**config.mk**
```make
export PLATFORM = sky130hd
export DESIGN_NAME = prog_lut_flat
export DESIGN_NICKNAME = d
export VERILOG_FILES = /design/src/rtl/prog_lut_if.sv /design/src/rtl/prog_lut.sv /design/src/flat_wrapper.sv
export SDC_FILE = /design/constraint.sdc
export NUM_CORES = 1
export LEC_CHECK = 0
export ABC_AREA = 0
export BUFFER_PORTS_ARGS = -buffer_cell sky130_fd_sc_hd__buf_2
export CAP_MARGIN = 20
export CORE_AREA = 2 2 134 136
export DETAILED_ROUTE_END_ITERATION = 6
export DIE_AREA = 0 0 136 138
export REMOVE_ABC_BUFFERS = 1
export SYNTH_ARGS = -nofsm -noshare
export SYNTH_HDL_FRONTEND = slang
export SYNTH_SLANG_ARGS = --single-unit
```
**constraint.sdc**
```tcl
create_clock -name i_clk -period 2.4 [get_ports i_clk]
set_input_delay 0.12 -clock i_clk [delete_from_list [all_inputs] [get_ports i_clk]]
set_output_delay 0.12 -clock i_clk [all_outputs]
set_load 0.05 [all_outputs]
```
**src/rtl/prog_lut_if.sv**
```systemverilog
// Lookup/write port bundle for prog_lut.
// The master side drives requests and writes; the slave side returns registered lookup results.
interface prog_lut_if #(
  parameter int unsigned DW = 8,
  parameter int unsigned KW = 5
) ();
  logic          rd_req;
  logic [KW-1:0] rd_key;
  logic          rd_ready;
  logic          rd_valid;
  logic [DW-1:0] rd_data;
  logic          rd_miss;
  logic          wr_en;
  logic [KW-1:0] wr_key;
  logic [DW-1:0] wr_data;

  modport master (
    output rd_req, rd_key, wr_en, wr_key, wr_data,
    input  rd_ready, rd_valid, rd_data, rd_miss
  );

  modport slave (
    input  rd_req, rd_key, wr_en, wr_key, wr_data,
    output rd_ready, rd_valid, rd_data, rd_miss
  );
endinterface

```
**src/rtl/prog_lut.sv**
```systemverilog
// Programmable lookup table: after reset an init sweep loads entry[i] = i, then lookups are
// served with one-cycle latency. Define PROG_LUT_WR_EN to enable the runtime write port.
module prog_lut #(
  parameter int unsigned DW    = 8,
  parameter int unsigned KW    = 5,
  parameter int unsigned DEPTH = 31
) (
  input  logic        i_clk,
  input  logic        i_reset,
  prog_lut_if.slave   bus
);

  localparam int unsigned AW = (DEPTH > 1) ? $clog2(DEPTH) : 1;

  typedef enum logic {ST_INIT, ST_RUN} state_t;

  state_t        r_state;
  state_t        w_state_nxt;
  logic [KW-1:0] r_idx;
  logic [KW-1:0] w_idx_nxt;

  logic [DW-1:0] r_mem [DEPTH];

  logic          r_rd_ready;
  logic          r_rd_valid;
  logic [DW-1:0] r_rd_data;
  logic          r_rd_miss;

  logic          w_rd_acc;
  logic          w_rd_hit;
  logic [DW-1:0] w_rd_word;

`ifdef PROG_LUT_WR_EN
  logic          w_wr_acc;
  logic          w_wr_bypass;
`else
  logic          w_unused_wr;
  assign w_unused_wr = ^{bus.wr_en, bus.wr_key, bus.wr_data};
`endif

  // State register
  always_ff @(posedge i_clk) begin
    if (i_reset) begin
      r_state <= ST_INIT;
      r_idx   <= '0;
    end else begin
      r_state <= w_state_nxt;
      r_idx   <= w_idx_nxt;
    end
  end

  // Next state: sweep one entry per cycle, then stay in RUN until reset
  always_comb begin
    w_state_nxt = r_state;
    w_idx_nxt   = r_idx;
    case (r_state)
      ST_INIT: begin
        w_idx_nxt = r_idx + KW'(1);
        if (r_idx == KW'(DEPTH - 1)) begin
          w_state_nxt = ST_RUN;
          w_idx_nxt   = '0;
        end
      end
      ST_RUN:  w_state_nxt = ST_RUN;
      default: w_state_nxt = ST_INIT;
    endcase
  end

  // Request qualification and read word selection (write-first on a same-key collision)
  always_comb begin
    w_rd_acc  = (r_state == ST_RUN) && bus.rd_req;
    w_rd_hit  = (32'(bus.rd_key) < DEPTH);
    w_rd_word = r_mem[AW'(bus.rd_key)];
`ifdef PROG_LUT_WR_EN
    w_wr_acc    = (r_state == ST_RUN) && bus.wr_en && (32'(bus.wr_key) < DEPTH);
    w_wr_bypass = w_wr_acc && (bus.wr_key == bus.rd_key);
    if (w_wr_bypass) begin
      w_rd_word = bus.wr_data;
    end
`endif
  end

  // Table storage; contents need no reset because INIT rewrites every entry
  always_ff @(posedge i_clk) begin
    if (!i_reset) begin
      if (r_state == ST_INIT) begin
        r_mem[AW'(r_idx)] <= DW'(r_idx);
      end
`ifdef PROG_LUT_WR_EN
      else if (w_wr_acc) begin
        r_mem[AW'(bus.wr_key)] <= bus.wr_data;
      end
`endif
    end
  end

  // Registered lookup results; data/miss hold when no lookup returns
  always_ff @(posedge i_clk) begin
    if (i_reset) begin
      r_rd_ready <= 1'b0;
      r_rd_valid <= 1'b0;
      r_rd_data  <= '0;
      r_rd_miss  <= 1'b0;
    end else begin
      r_rd_ready <= (w_state_nxt == ST_RUN);
      r_rd_valid <= w_rd_acc;
      if (w_rd_acc) begin
        if (w_rd_hit) begin
          r_rd_data <= w_rd_word;
          r_rd_miss <= 1'b0;
        end else begin
          r_rd_data <= '0;
          r_rd_miss <= 1'b1;
        end
      end
    end
  end

  assign bus.rd_ready = r_rd_ready;
  assign bus.rd_valid = r_rd_valid;
  assign bus.rd_data  = r_rd_data;
  assign bus.rd_miss  = r_rd_miss;

endmodule
```
**src/flat_wrapper.sv**
```systemverilog
// flat-port wrapper written by rule: the top's interface ports become plain ports
module prog_lut_flat 
#(
  parameter int unsigned DW    = 8,
  parameter int unsigned KW    = 5,
  parameter int unsigned DEPTH = 31
)
  (i_clk, i_reset, bus_rd_req, bus_rd_key, bus_wr_en, bus_wr_key, bus_wr_data, bus_rd_ready, bus_rd_valid, bus_rd_data, bus_rd_miss);
  prog_lut_if #(.DW(DW), .KW(KW)) bus_i ();
  input  logic i_clk;
  input  logic i_reset;
  input wire logic [$bits(bus_i.rd_req)-1:0] bus_rd_req;
  input wire logic [$bits(bus_i.rd_key)-1:0] bus_rd_key;
  input wire logic [$bits(bus_i.wr_en)-1:0] bus_wr_en;
  input wire logic [$bits(bus_i.wr_key)-1:0] bus_wr_key;
  input wire logic [$bits(bus_i.wr_data)-1:0] bus_wr_data;
  output wire logic [$bits(bus_i.rd_ready)-1:0] bus_rd_ready;
  output wire logic [$bits(bus_i.rd_valid)-1:0] bus_rd_valid;
  output wire logic [$bits(bus_i.rd_data)-1:0] bus_rd_data;
  output wire logic [$bits(bus_i.rd_miss)-1:0] bus_rd_miss;
  assign bus_i.rd_req = bus_rd_req;
  assign bus_i.rd_key = bus_rd_key;
  assign bus_i.wr_en = bus_wr_en;
  assign bus_i.wr_key = bus_wr_key;
  assign bus_i.wr_data = bus_wr_data;
  assign bus_rd_ready = bus_i.rd_ready;
  assign bus_rd_valid = bus_i.rd_valid;
  assign bus_rd_data = bus_i.rd_data;
  assign bus_rd_miss = bus_i.rd_miss;
  prog_lut #(.DW(DW), .KW(KW), .DEPTH(DEPTH)) u_core (.i_clk(i_clk), .i_reset(i_reset), .bus(bus_i));
endmodule
```
==> flow_metrics.py, run 1 <==
metrics = {
    "critical_path": {
        "critical_path.top_delay_family": "simple AND/OR/NAND/NOR gates",
        "crit_cells": 4,
        "buffers_plus_inverters_on_the_worst_setup_path": 0,
        "crit_type": "flop to flop",
        "slack_of_the_worst_reg_to_reg_path_ns": 0.20,
        "worstReg2RegEnd": "u_core.r_mem[15][0]$_DFFE_PP_",
        "critical_path.startpoint_type": "flop",
        "worstPathMaxFanout": 11,
        "timing.critical_path.cells": "ha_1 > nor2b_1 > nand2b_1 > nor2_1",
        "timing.critical_path.required_ns": 2.46,
        "worst_r2r_startpoint": "u_core.r_idx[1]$_SDFFE_PP0N_",
        "critical_path_max_stage_delay_ns": 0.55,
        "timing.critical_path.to_type": "flop",
        "timing.reg2reg.worst_path_depth": 4,
        "worst_setup_path_endpoint": "u_core.r_mem[15][0]$_DFFE_PP_",
        "critical_path_arrival_ns": 2.25,
        "slowest_cp_cell": "sky130_fd_sc_hd__nor2_1",
        "critPathLaunch": "u_core.r_idx[1]$_SDFFE_PP0N_",
    },
    "drt": {
        "drt_iter0_markers": 357,
        "dr_wl_cell_um": 20.3,
        "num_vias": 3768,
        "route.antenna.remaining_nets": 0,
        "drt-total-wl_um": 14400,
        "route.met3.wl_um": 627,
        "firstDrtPassIters": 5,
        "drc_errors": 0,
        "top_signal_layer_used": "met4",
        "post_drt_via_cell_ratio": 5.33,
        "wire_length_on_met1_um": 6280,
        "routed-wl-met2_um": 7280,
    },
    "job": {
        "cap_viol_max_count": 0,
    },
    "clock_network": {
        "post_cts_resized": 0,
        "clockBufferDepth": 2,
        "postCtsSetupBuffers": 0,
        "htreeDepth": 4,
        "cts_root_buffer": "sky130_fd_sc_hd__clkbuf_16",
        "worst_setup_hold_path_clk_slew_ns": 0.06,
        "total_cts_buffers": 17,
        "postCtsHoldBufs": 1,
        "clk_latency_ns": 0.42,
        "tritoncts": "done",
        "clock_sink_count": 168,
    },
    "final_layout": {
        "drive_above_1_share_pct": 27.0,
        "fillerInstances": 1570,
        "storage_element_area_um2": 4910,
        "multi_input_area_um2": 1750,
        "final_core_util_pct": 44.7,
        "final_cell_count_no_fill": 707,
        "antenna-diode-count": 0,
        "design.final.nets": 491,
        "areaGrowthSynthToFinish_pct": 14.3,
    },
    "sta": {
        "worstMarginPinSlew_ns": 1.06,
        "slew_violations": 0,
        "grt_setup_unrepaired": "false",
        "finalClockSkew_ns": 0.00658,
        "finalCriticalPeriod_ns": 2.20,
        "worst_hold_slack_ns": 0.0207,
        "post-route-period-util_pct": 91.6,
        "number_of_endpoints_with_negative_hold_slack_in_the_final_report": 0,
        "max_slew_margin_pct": 29.4,
        "clock.fmax_mhz": 455,
        "setup-violations-final": 0,
        "setup_total_negative_slack_ns": 0,
    },
    "status": {
        "outcome": "completed",
    },
    "synth": {
        "synth_top_family_by_area": "multiplexers",
        "synthDominantCellAreaShare_pct": 67.8,
        "synth-adder-area-share_pct": 0.729,
        "ys_seq_elements": 168,
        "synth_simple_gate_area_share_pct": 7.47,
        "synthMuxAreaShare_pct": 10.8,
        "synthArstFlopShare_pct": 0,
        "synth-compound-area-share_pct": 5.78,
        "synth_xor_area_share_pct": 0.510,
        "leading_cell_type_by_number_of_instances_after_synthesis": "sky130_fd_sc_hd__edfxtp_1",
        "commonest_cells_in_the_synthesized_netlist": "155 x sky130_fd_sc_hd__edfxtp_1, 62 x sky130_fd_sc_hd__mux2_2, 47 x sky130_fd_sc_hd__nor2_1",
        "post-synth-top-area-cell": "sky130_fd_sc_hd__edfxtp_1",
        "synth_enable_flop_cells": 155,
        "synthTopCellsByArea": "sky130_fd_sc_hd__edfxtp_1 68%, sky130_fd_sc_hd__mux2_2 10%, sky130_fd_sc_hd__dfxtp_1 3.8%, sky130_fd_sc_hd__nor2_1 2.6%, sky130_fd_sc_hd__o22ai_1 2.3%",
        "avgSynthCellArea_um2": 15.7,
        "synthFlopType": "sky130_fd_sc_hd__edfxtp_1",
        "synthDistinctLibCells": 37,
        "synth-seq-area-share_pct": 71.6,
        "synthesis.yosys.warnings": 0,
        "synthesized_cell_area_um2": 6860,
        "syn_inst": 436,
    },
    "placed_design": {
        "detailed_place_hpwl_um": 9030,
        "count_of_buffers_from_port_buffering": 15,
        "place_inst": 674,
        "gp_congestion": 0.777,
    },
    "hold_path": {
        "worst_hold_path_type": "primary input to flop",
    },
    "power": {
        "combinationalPowerShare_pct": 4.9,
        "portion_of_total_power_attributed_to_the_clock_network_pct": 44.0,
        "max-vdd-ir-drop_mv": 0.435,
        "cellLeakagePower_nw": 2.62,
        "switching_share_pct": 20.0,
        "seq_power_share_pct": 51.1,
        "powerDensity_nw_per_um2": 809,
        "cellInternalPower_mw": 5.07,
        "switchingPower_mw": 1.27,
    },
    "floorplan": {
        "die-width_um": 136,
        "fp.dieH_um": 138,
        "core_region_area_um2": 17500,
        "floorplan.rows": 49,
        "io_pins": 33,
        "floorplan.initialDensity_pct": 39.1,
        "design.die.area_um2": 18800,
    },
    "global_route": {
        "number_of_global_route_vias_before_repair": 3904,
        "grt_start_max_net_pins": 27,
        "antenna_found_initial": 0,
        "grt_first_pass_wirelength_um": 22400,
        "grt.total_usage_pct": 16.2,
        "global_route.overflow_total": 0,
    },
}
[state kept, by name, indices dropped and copies added (netlist names)]
signal and count:
u_core.r_idx 5, u_core.r_state 1, u_core.bus.rd_data 5, u_core.bus.rd_miss 1
u_core.r_mem 155, u_core.bus.rd_valid 1
[how the worst min path moves through the flow]
| stage | from | endpoint | cells after the start |
|---|---|---|---|
| global route | bus_rd_req | u_core.bus.rd_valid$_SDFF_PP0_ | 3 |
| detailed placement | i_reset | u_core.bus.rd_miss$_SDFFE_PP0P_ | 2 |
| finish | bus_rd_req | u_core.bus.rd_valid$_SDFF_PP0_ | 3 |
| global placement | i_reset | u_core.r_state$_SDFF_PP0_ | 2 |
| CTS | bus_rd_req | u_core.bus.rd_valid$_SDFF_PP0_ | 3 |
| floorplan | i_reset | u_core.r_state$_SDFF_PP0_ | 1 |
[kinds of logic after synthesis]
| kind of cell | Yosys count |
|---|---|
| other cells | 1 |
| simple gates | 104 |
| compound gates | 60 |
| xor+xnor | 4 |
| buf+inv | 30 |
| flops | 168 |
| mux | 65 |
| fa+ha+maj | 4 |
[per-stage QoR]
stage | instance area (µm²) | power (mW) | setup WS, ns
finish | 7840 | 6.34 | 0.202
global route | 7840 | 6.52 | 0.0617
CTS | 7840 | 6.37 | 0.251
detailed placement | 7220 | 3.61 | 0.128
global placement | 7220 | 3.61 | 0.156
floorplan | 6680 | 3.46 | 0.396
[area by class of cell]
class / instances / share of cell area, %
clock inverter: 8 / 1.53
timing repair buffer: 35 / 3.41
sequential: 168 / 62.7
tap: 229 / 3.65
clock buffer: 24 / 6.27
inverter: 3 / 0.144
multi-input combinational: 240 / 22.3
[cell usage in the layout (no fill, tap or decap), drive strengths merged, types with 7 or more instances in the layout]
master and instances:
nand2 7, nor3 10, dfxtp 13, nor2b 13
a211oi 10, clkbuf 24, o22ai 25, o21ai 10
buf 34, nor2 47, edfxtp 155, mux2 65
[tightest hold or removal path: cells and delay by family]
kind / cells / cell delay, ns
simple gates: 2 / 0.16
buf+inv: 1 / 0.11
[routing by layer]
metal | vias up | track usage (%)
li1 | 1737 | -
met4 | 0 | 5.65
met1 | 1914 | 21.4
met3 | 14 | 3.52
met2 | 103 | 26.3
met5 | - | 0
[power groups by stage]
stage | logic [mW] | clock network [mW] | registers (mW)
2_1_floorplan | 0.148 | 0 | 3.31
3_3_place_gp | 0.305 | 0 | 3.30
3_5_place_dp | 0.310 | 0 | 3.30
4_1_cts | 0.313 | 2.82 | 3.24
5_1_grt | 0.338 | 2.94 | 3.24
6_report | 0.313 | 2.79 | 3.24
No activity file was read; power rests on OpenSTA's default activity.
==> run 2, diff against run 1 <==
--- a/config.mk
+++ b/config.mk
@@ -8,9 +8,10 @@
 export ABC_AREA = 0
 export BUFFER_PORTS_ARGS = -buffer_cell sky130_fd_sc_hd__buf_2
 export CAP_MARGIN = 20
-export CORE_AREA = 2 2 134 136
+export CORE_AREA = 2 2 127 129
+export CTS_BUF_LIST = sky130_fd_sc_hd__clkbuf_8
 export DETAILED_ROUTE_END_ITERATION = 6
-export DIE_AREA = 0 0 136 138
+export DIE_AREA = 0 0 129 131
 export REMOVE_ABC_BUFFERS = 1
 export SYNTH_ARGS = -nofsm -noshare
 export SYNTH_HDL_FRONTEND = slang
==> run 2 against run 1 <==
- clock power fell by 35%
- final cell count fell by 0.99%
- core utilization rose by 4.1 points
- global-route usage rose by 1.6 points
- combinational power rose by 4%
- via count fell by 1.7%
- sequential share of layout area rose by 1.9 points
==> flow_metrics.py, run 2 (same netlist as run 1, synthesis figures left out) <==
metrics = {
    "final_layout": {
        "drive_above_1_share_pct": 26.9,
        "fin_area_um2": 7620,
        "max_flop_register": "u_core.r_mem",
        "design.final.nets": 497,
        "final_core_util_pct": 48.8,
        "layout.cells.most_common_list": "155 x sky130_fd_sc_hd__edfxtp_1, 62 x sky130_fd_sc_hd__mux2_2, 47 x sky130_fd_sc_hd__nor2_1",
        "fillerInstances": 1339,
        "areaGrowthSynthToFinish_pct": 11.0,
        "layout_commonest_cell": "sky130_fd_sc_hd__edfxtp_1",
        "largest_reg_flops": 155,
        "antenna-diode-count": 0,
    },
    "floorplan": {
        "die-width_um": 129,
        "io_pins": 33,
        "floorplan.rows": 46,
        "fp.dieH_um": 131,
        "core_region_area_um2": 15600,
        "floorplan.initialDensity_pct": 44.0,
        "design.die.area_um2": 16900,
    },
    "drt": {
        "firstDrtPassIters": 5,
        "wire_length_on_met1_um": 6440,
        "drt-total-wl_um": 14000,
        "route.met3.wl_um": 656,
        "dr_wl_cell_um": 20.1,
        "num_vias": 3703,
        "drc_errors": 0,
        "top_signal_layer_used": "met4",
        "route.antenna.remaining_nets": 0,
        "drt_iter0_markers": 255,
        "post_drt_via_cell_ratio": 5.29,
        "routed-wl-met2_um": 6780,
    },
    "placed_design": {
        "place_worst_setup_slack_ns": 0.245,
        "detailed_place_hpwl_um": 9320,
        "gp_congestion": 0.784,
        "count_of_buffers_from_port_buffering": 15,
        "postPlaceCellArea_um2": 7240,
    },
    "sta": {
        "post-route-period-util_pct": 87.3,
        "number_of_endpoints_with_negative_hold_slack_in_the_final_report": 0,
        "setup-violations-final": 0,
        "grt_setup_unrepaired": "false",
        "finalCriticalPeriod_ns": 2.09,
        "finalClockSkew_ns": 0.00891,
        "worstMarginPinSlew_ns": 0.901,
        "slew_violations": 0,
        "clock.fmax_mhz": 477,
        "setup_total_negative_slack_ns": 0,
        "post-route-worst-setup-slack_ns": 0.306,
        "max_slew_margin_pct": 39.9,
    },
    "critical_path": {
        "critical_path_arrival_ns": 2.18,
        "crit_type": "flop to flop",
        "timing.critical_path.to_type": "flop",
        "timing.critical_path.cells": "ha_1 > nor2b_1 > nand2b_1 > nor2_1",
        "timing.critical_path.required_ns": 2.49,
        "worstPathMaxFanout": 9,
        "critical_path.startpoint_type": "flop",
        "slowest_cp_cell": "sky130_fd_sc_hd__dfxtp_1",
        "critical_path_max_stage_delay_ns": 0.52,
    },
    "power": {
        "power.total_mw": 5.38,
        "cellLeakagePower_nw": 2.55,
        "max-vdd-ir-drop_mv": 0.334,
        "powerDensity_nw_per_um2": 707,
    },
    "clock_network": {
        "total_cts_buffers": 17,
        "clock_sink_count": 168,
        "clockBufferDepth": 2,
        "postCtsSetupBuffers": 0,
        "cts_root_buffer": "sky130_fd_sc_hd__clkbuf_8",
        "worst_setup_hold_path_clk_slew_ns": 0.07,
        "tritoncts": "done",
        "htreeDepth": 4,
        "clk_latency_ns": 0.45,
    },
    "status": {
        "outcome": "completed",
    },
    "global_route": {
        "antenna_found_initial": 0,
        "grt_start_max_net_pins": 28,
        "number_of_global_route_vias_before_repair": 3628,
        "grt.total_usage_pct": 17.8,
        "grt_first_pass_wirelength_um": 21300,
        "global_route.overflow_total": 0,
    },
    "job": {
        "cap_viol_max_count": 0,
    },
    "hold_path": {
        "worst_hold_path_type": "primary input to flop",
    },
}
==> run 2: cell type report <==
cell class                 count  area, µm²  share of cell area [%]
tap                          216        270                    3.55
sequential                   168       4910                    64.5
clock inverter                15        121                    1.59
inverter                       3       11.3                   0.148
timing repair buffer          41        315                    4.14
clock buffer                  17        234                    3.07
multi-input combinational    240       1750                    23.0
==> run 2: repair_timing <==
| action | 4_1_cts | 5_1_grt |
|---|---|---|
| hold buffers | 2 | 0 |
| resized for setup | 0 | 0 |
| endpoints found under the hold margin | 4 | 0 |
| setup endpoints to repair | 0 | 0 |
==> run 2: stage by stage <==
| step | hold slack [ns] | instances |
|---|---|---|
| final | 0.144 | 700 |
| after global routing | 0.164 | 700 |
| after CTS | 0.104 | 700 |
| after detailed placement | 0.391 | 666 |
| after global placement | 0.383 | 666 |
| after floorplan | 0.189 | 411 |
==> run 2: critical path: cells and delay by family (launching register included) <==
family	cells	cell delay [ns]
simple gates	3	1.01
flops	1	0.52
fa+ha+maj	1	0.20
==> run 2: final timing paths <==
kind                                        start                              end  slack [ns]  cells past startpoint
hold reg to reg   u_core.bus.rd_miss$_SDFFE_PP0P_  u_core.bus.rd_miss$_SDFFE_PP0P_        0.50                      2
setup reg to reg     u_core.r_idx[1]$_SDFFE_PP0N_     u_core.r_mem[7][3]$_DFFE_PP_        0.31                      4
setup / recovery     u_core.r_idx[1]$_SDFFE_PP0N_     u_core.r_mem[7][3]$_DFFE_PP_        0.31                      4
hold / removal                      bus_rd_key[1]  u_core.bus.rd_miss$_SDFFE_PP0P_        0.14                      5
==> run 2: power breakdown <==
group	total [mW]	internal, mW	leakage [nW]	switching, mW
clock	1.82	0.888	0.192	0.935
combinational	0.327	0.120	0.796	0.207
sequential	3.23	3.21	1.56	0.0165
==> run 2: metal layers <==
layer | vias up | track usage [%]
li1 | 1745 | -
met1 | 1869 | 25.0
met2 | 75 | 27.9
met3 | 14 | 3.66
met4 | 0 | 5.95
met5 | - | 0
==> run 3, diff against run 2 <==
--- a/config.mk
+++ b/config.mk
@@ -12,6 +12,7 @@
 export CTS_BUF_LIST = sky130_fd_sc_hd__clkbuf_8
 export DETAILED_ROUTE_END_ITERATION = 6
 export DIE_AREA = 0 0 129 131
+export PLACE_DENSITY = 0.66
 export REMOVE_ABC_BUFFERS = 1
 export SYNTH_ARGS = -nofsm -noshare
 export SYNTH_HDL_FRONTEND = slang
==> run 3 against run 2 <==
- critical path depth down 2
- worst hold slack improved by 0.021 ns
- count of clock-buffer cells in the layout is the same
- wire length down 3.7%
==> flow_metrics.py, run 3 (same netlist as run 1, synthesis figures left out) <==
metrics = {
    "sta": {
        "grt_setup_unrepaired": "false",
        "clock.fmax_mhz": 472,
        "number_of_endpoints_with_negative_hold_slack_in_the_final_report": 0,
        "worstMarginPinSlew_ns": 0.910,
        "post-route-period-util_pct": 88.2,
        "setup_total_negative_slack_ns": 0,
        "finalClockSkew_ns": 0.00943,
        "post-route-worst-setup-slack_ns": 0.283,
        "setup-violations-final": 0,
        "slew_violations": 0,
        "max_slew_margin_pct": 39.3,
        "finalCriticalPeriod_ns": 2.12,
    },
    "power": {
        "max-vdd-ir-drop_mv": 0.417,
        "portion_of_total_power_attributed_to_the_clock_network_pct": 36.5,
        "cellLeakagePower_nw": 2.56,
        "switching_share_pct": 22.1,
        "cellInternalPower_mw": 4.37,
        "switchingPower_mw": 1.24,
        "powerDensity_nw_per_um2": 729,
        "combinationalPowerShare_pct": 5.9,
        "seq_power_share_pct": 57.6,
    },
    "final_layout": {
        "layout_commonest_cell": "sky130_fd_sc_hd__edfxtp_1",
        "fillerInstances": 1335,
        "areaGrowthSynthToFinish_pct": 12.0,
        "drive_above_1_share_pct": 28.1,
        "final_cell_count_no_fill": 700,
        "largest_reg_flops": 155,
        "design.final.nets": 497,
        "antenna-diode-count": 0,
        "layout.cells.most_common_list": "155 x sky130_fd_sc_hd__edfxtp_1, 62 x sky130_fd_sc_hd__mux2_2, 47 x sky130_fd_sc_hd__nor2_1",
        "max_flop_register": "u_core.r_mem",
    },
    "critical_path": {
        "worstPathMaxFanout": 22,
        "worst_r2r_startpoint": "u_core.r_idx[4]$_SDFFE_PP0N_",
        "critical_path_arrival_ns": 2.22,
        "buffers_plus_inverters_on_the_worst_setup_path": 0,
        "timing.critical_path.required_ns": 2.50,
        "timing.critical_path.cells": "nand3b_1 > nor2_1",
        "worstReg2RegEnd": "u_core.r_mem[26][0]$_DFFE_PP_",
        "critical_path.startpoint_type": "flop",
        "crit_type": "flop to flop",
        "slowest_cp_cell": "sky130_fd_sc_hd__dfxtp_1",
        "slack_of_the_worst_reg_to_reg_path_ns": 0.28,
        "timing.critical_path.to_type": "flop",
        "critical_path_max_stage_delay_ns": 0.90,
        "critical_path.top_delay_family": "flip-flops",
        "timing.reg2reg.worst_path_depth": 2,
    },
    "placed_design": {
        "place_worst_setup_slack_ns": 0.299,
        "count_of_buffers_from_port_buffering": 15,
        "detailed_place_hpwl_um": 8880,
        "place_inst": 666,
        "gp_congestion": 0.834,
    },
    "floorplan": {
        "floorplan.rows": 46,
        "fp.dieH_um": 131,
        "io_pins": 33,
        "die-width_um": 129,
        "design.die.area_um2": 16900,
        "floorplan.initialDensity_pct": 44.0,
        "core_region_area_um2": 15600,
    },
    "drt": {
        "post_drt_via_cell_ratio": 5.34,
        "drt_iter0_markers": 292,
        "firstDrtPassIters": 5,
        "drt-total-wl_um": 13500,
        "dr_wl_cell_um": 19.3,
        "drc_errors": 0,
        "route.antenna.remaining_nets": 0,
        "num_vias": 3740,
    },
    "clock_network": {
        "worst_setup_hold_path_clk_slew_ns": 0.08,
        "cts_root_buffer": "sky130_fd_sc_hd__clkbuf_8",
        "htreeDepth": 4,
        "clock_sink_count": 168,
        "clockBufferDepth": 2,
        "tritoncts": "done",
        "total_cts_buffers": 17,
        "clk_latency_ns": 0.45,
    },
    "hold_path": {
        "min_from": "bus_rd_key[1]",
        "worst_hold_path_type": "primary input to flop",
        "worstHoldEndpoint": "u_core.bus.rd_miss$_SDFFE_PP0P_",
        "min_path_cells": 5,
    },
    "global_route": {
        "grt_start_max_net_pins": 27,
        "grt.total_usage_pct": 17.0,
        "number_of_global_route_vias_before_repair": 3806,
        "antenna_found_initial": 0,
        "global_route.overflow_total": 0,
        "grt_first_pass_wirelength_um": 20900,
    },
    "status": {
        "outcome": "completed",
    },
    "job": {
        "cap_viol_max_count": 0,
    },
}
## run 3: cell types whose count changed in the layout (fill, tap and decap cells not counted), sizes merged
| cell | previous run | this run |
|---|---|---|
| bufinv | 2 | 3 |
| clkinvlp | 2 | 3 |
| clkinv | 7 | 5 |
## run 3: cell type report
| class | count | area [µm²] | share of cell area (%) |
|---|---|---|---|
| flip-flops and latches | 168 | 4910 | 64.0 |
| multi-input cells | 240 | 1750 | 22.8 |
| repair buffers | 41 | 328 | 4.27 |
| well taps | 216 | 270 | 3.52 |
| clock buffers | 17 | 234 | 3.04 |
| clock inverters | 15 | 178 | 2.31 |
| inverters | 3 | 11.3 | 0.147 |
## run 3: worst max path at each step
| stage | slack (ns) | endpoint | from | cells after the start |
|---|---|---|---|---|
| floorplan | 0.40 | u_core.r_mem[23][0]$_DFFE_PP_ | u_core.r_idx[0]$_SDFFE_PP0N_ | 4 |
| CTS | 0.29 | u_core.r_mem[26][3]$_DFFE_PP_ | u_core.r_idx[4]$_SDFFE_PP0N_ | 2 |
| global placement | 0.32 | u_core.bus.rd_data[3]$_SDFFE_PP0P_ | bus_rd_key[1] | 6 |
| detailed placement | 0.30 | u_core.bus.rd_data[3]$_SDFFE_PP0P_ | bus_rd_key[1] | 6 |
| global route | 0.23 | u_core.r_mem[26][3]$_DFFE_PP_ | u_core.r_idx[4]$_SDFFE_PP0N_ | 2 |
| finish | 0.28 | u_core.r_mem[26][0]$_DFFE_PP_ | u_core.r_idx[4]$_SDFFE_PP0N_ | 2 |
## run 3: stage by stage
| step | util [%] | power (mW) | instance area (µm²) | hold WS, ns |
|---|---|---|---|---|
| after floorplan | - | 3.46 | 6680 | 0.189 |
| after global placement | 46.5 | 3.61 | 7250 | 0.384 |
| after detailed placement | 46.5 | 3.62 | 7250 | 0.389 |
| after CTS | 49.3 | 5.63 | 7680 | 0.139 |
| after global routing | 49.3 | 5.78 | 7680 | 0.172 |
| final | 49.3 | 5.60 | 7680 | 0.165 |
## run 3: metal layers
layer	GRT usage [%]	share of wire, %	up-vias
met1	21.9	45	1855
li1	-	-	1757
met2	28.5	50	104
met4	6.14	1.4	0
met5	0	0	-
met3	4.03	4.2	24
## run 3: worst min-delay path, stage by stage
cell and delay (ns):
sky130_fd_sc_hd__buf_2 0.12, sky130_fd_sc_hd__nand4_1 0.12, sky130_fd_sc_hd__nor2_1 0.05, sky130_fd_sc_hd__a21oi_1 0.11, sky130_fd_sc_hd__nor2_1 0.04
## run 3: timing repair
item                      CTS  global route
gates resized for setup     0             0
hold endpoints to repair    4             0
buffers inserted            0             0
hold buffers                2             0
## run 3: power by group through the flow
stage	registers [mW]	logic (mW)	clock network, mW
after floorplan	3.31	0.148	0
after detailed placement	3.30	0.324	0
after CTS	3.23	0.329	2.08
after global routing	3.23	0.356	2.19
final	3.23	0.328	2.05
after global placement	3.29	0.320	0
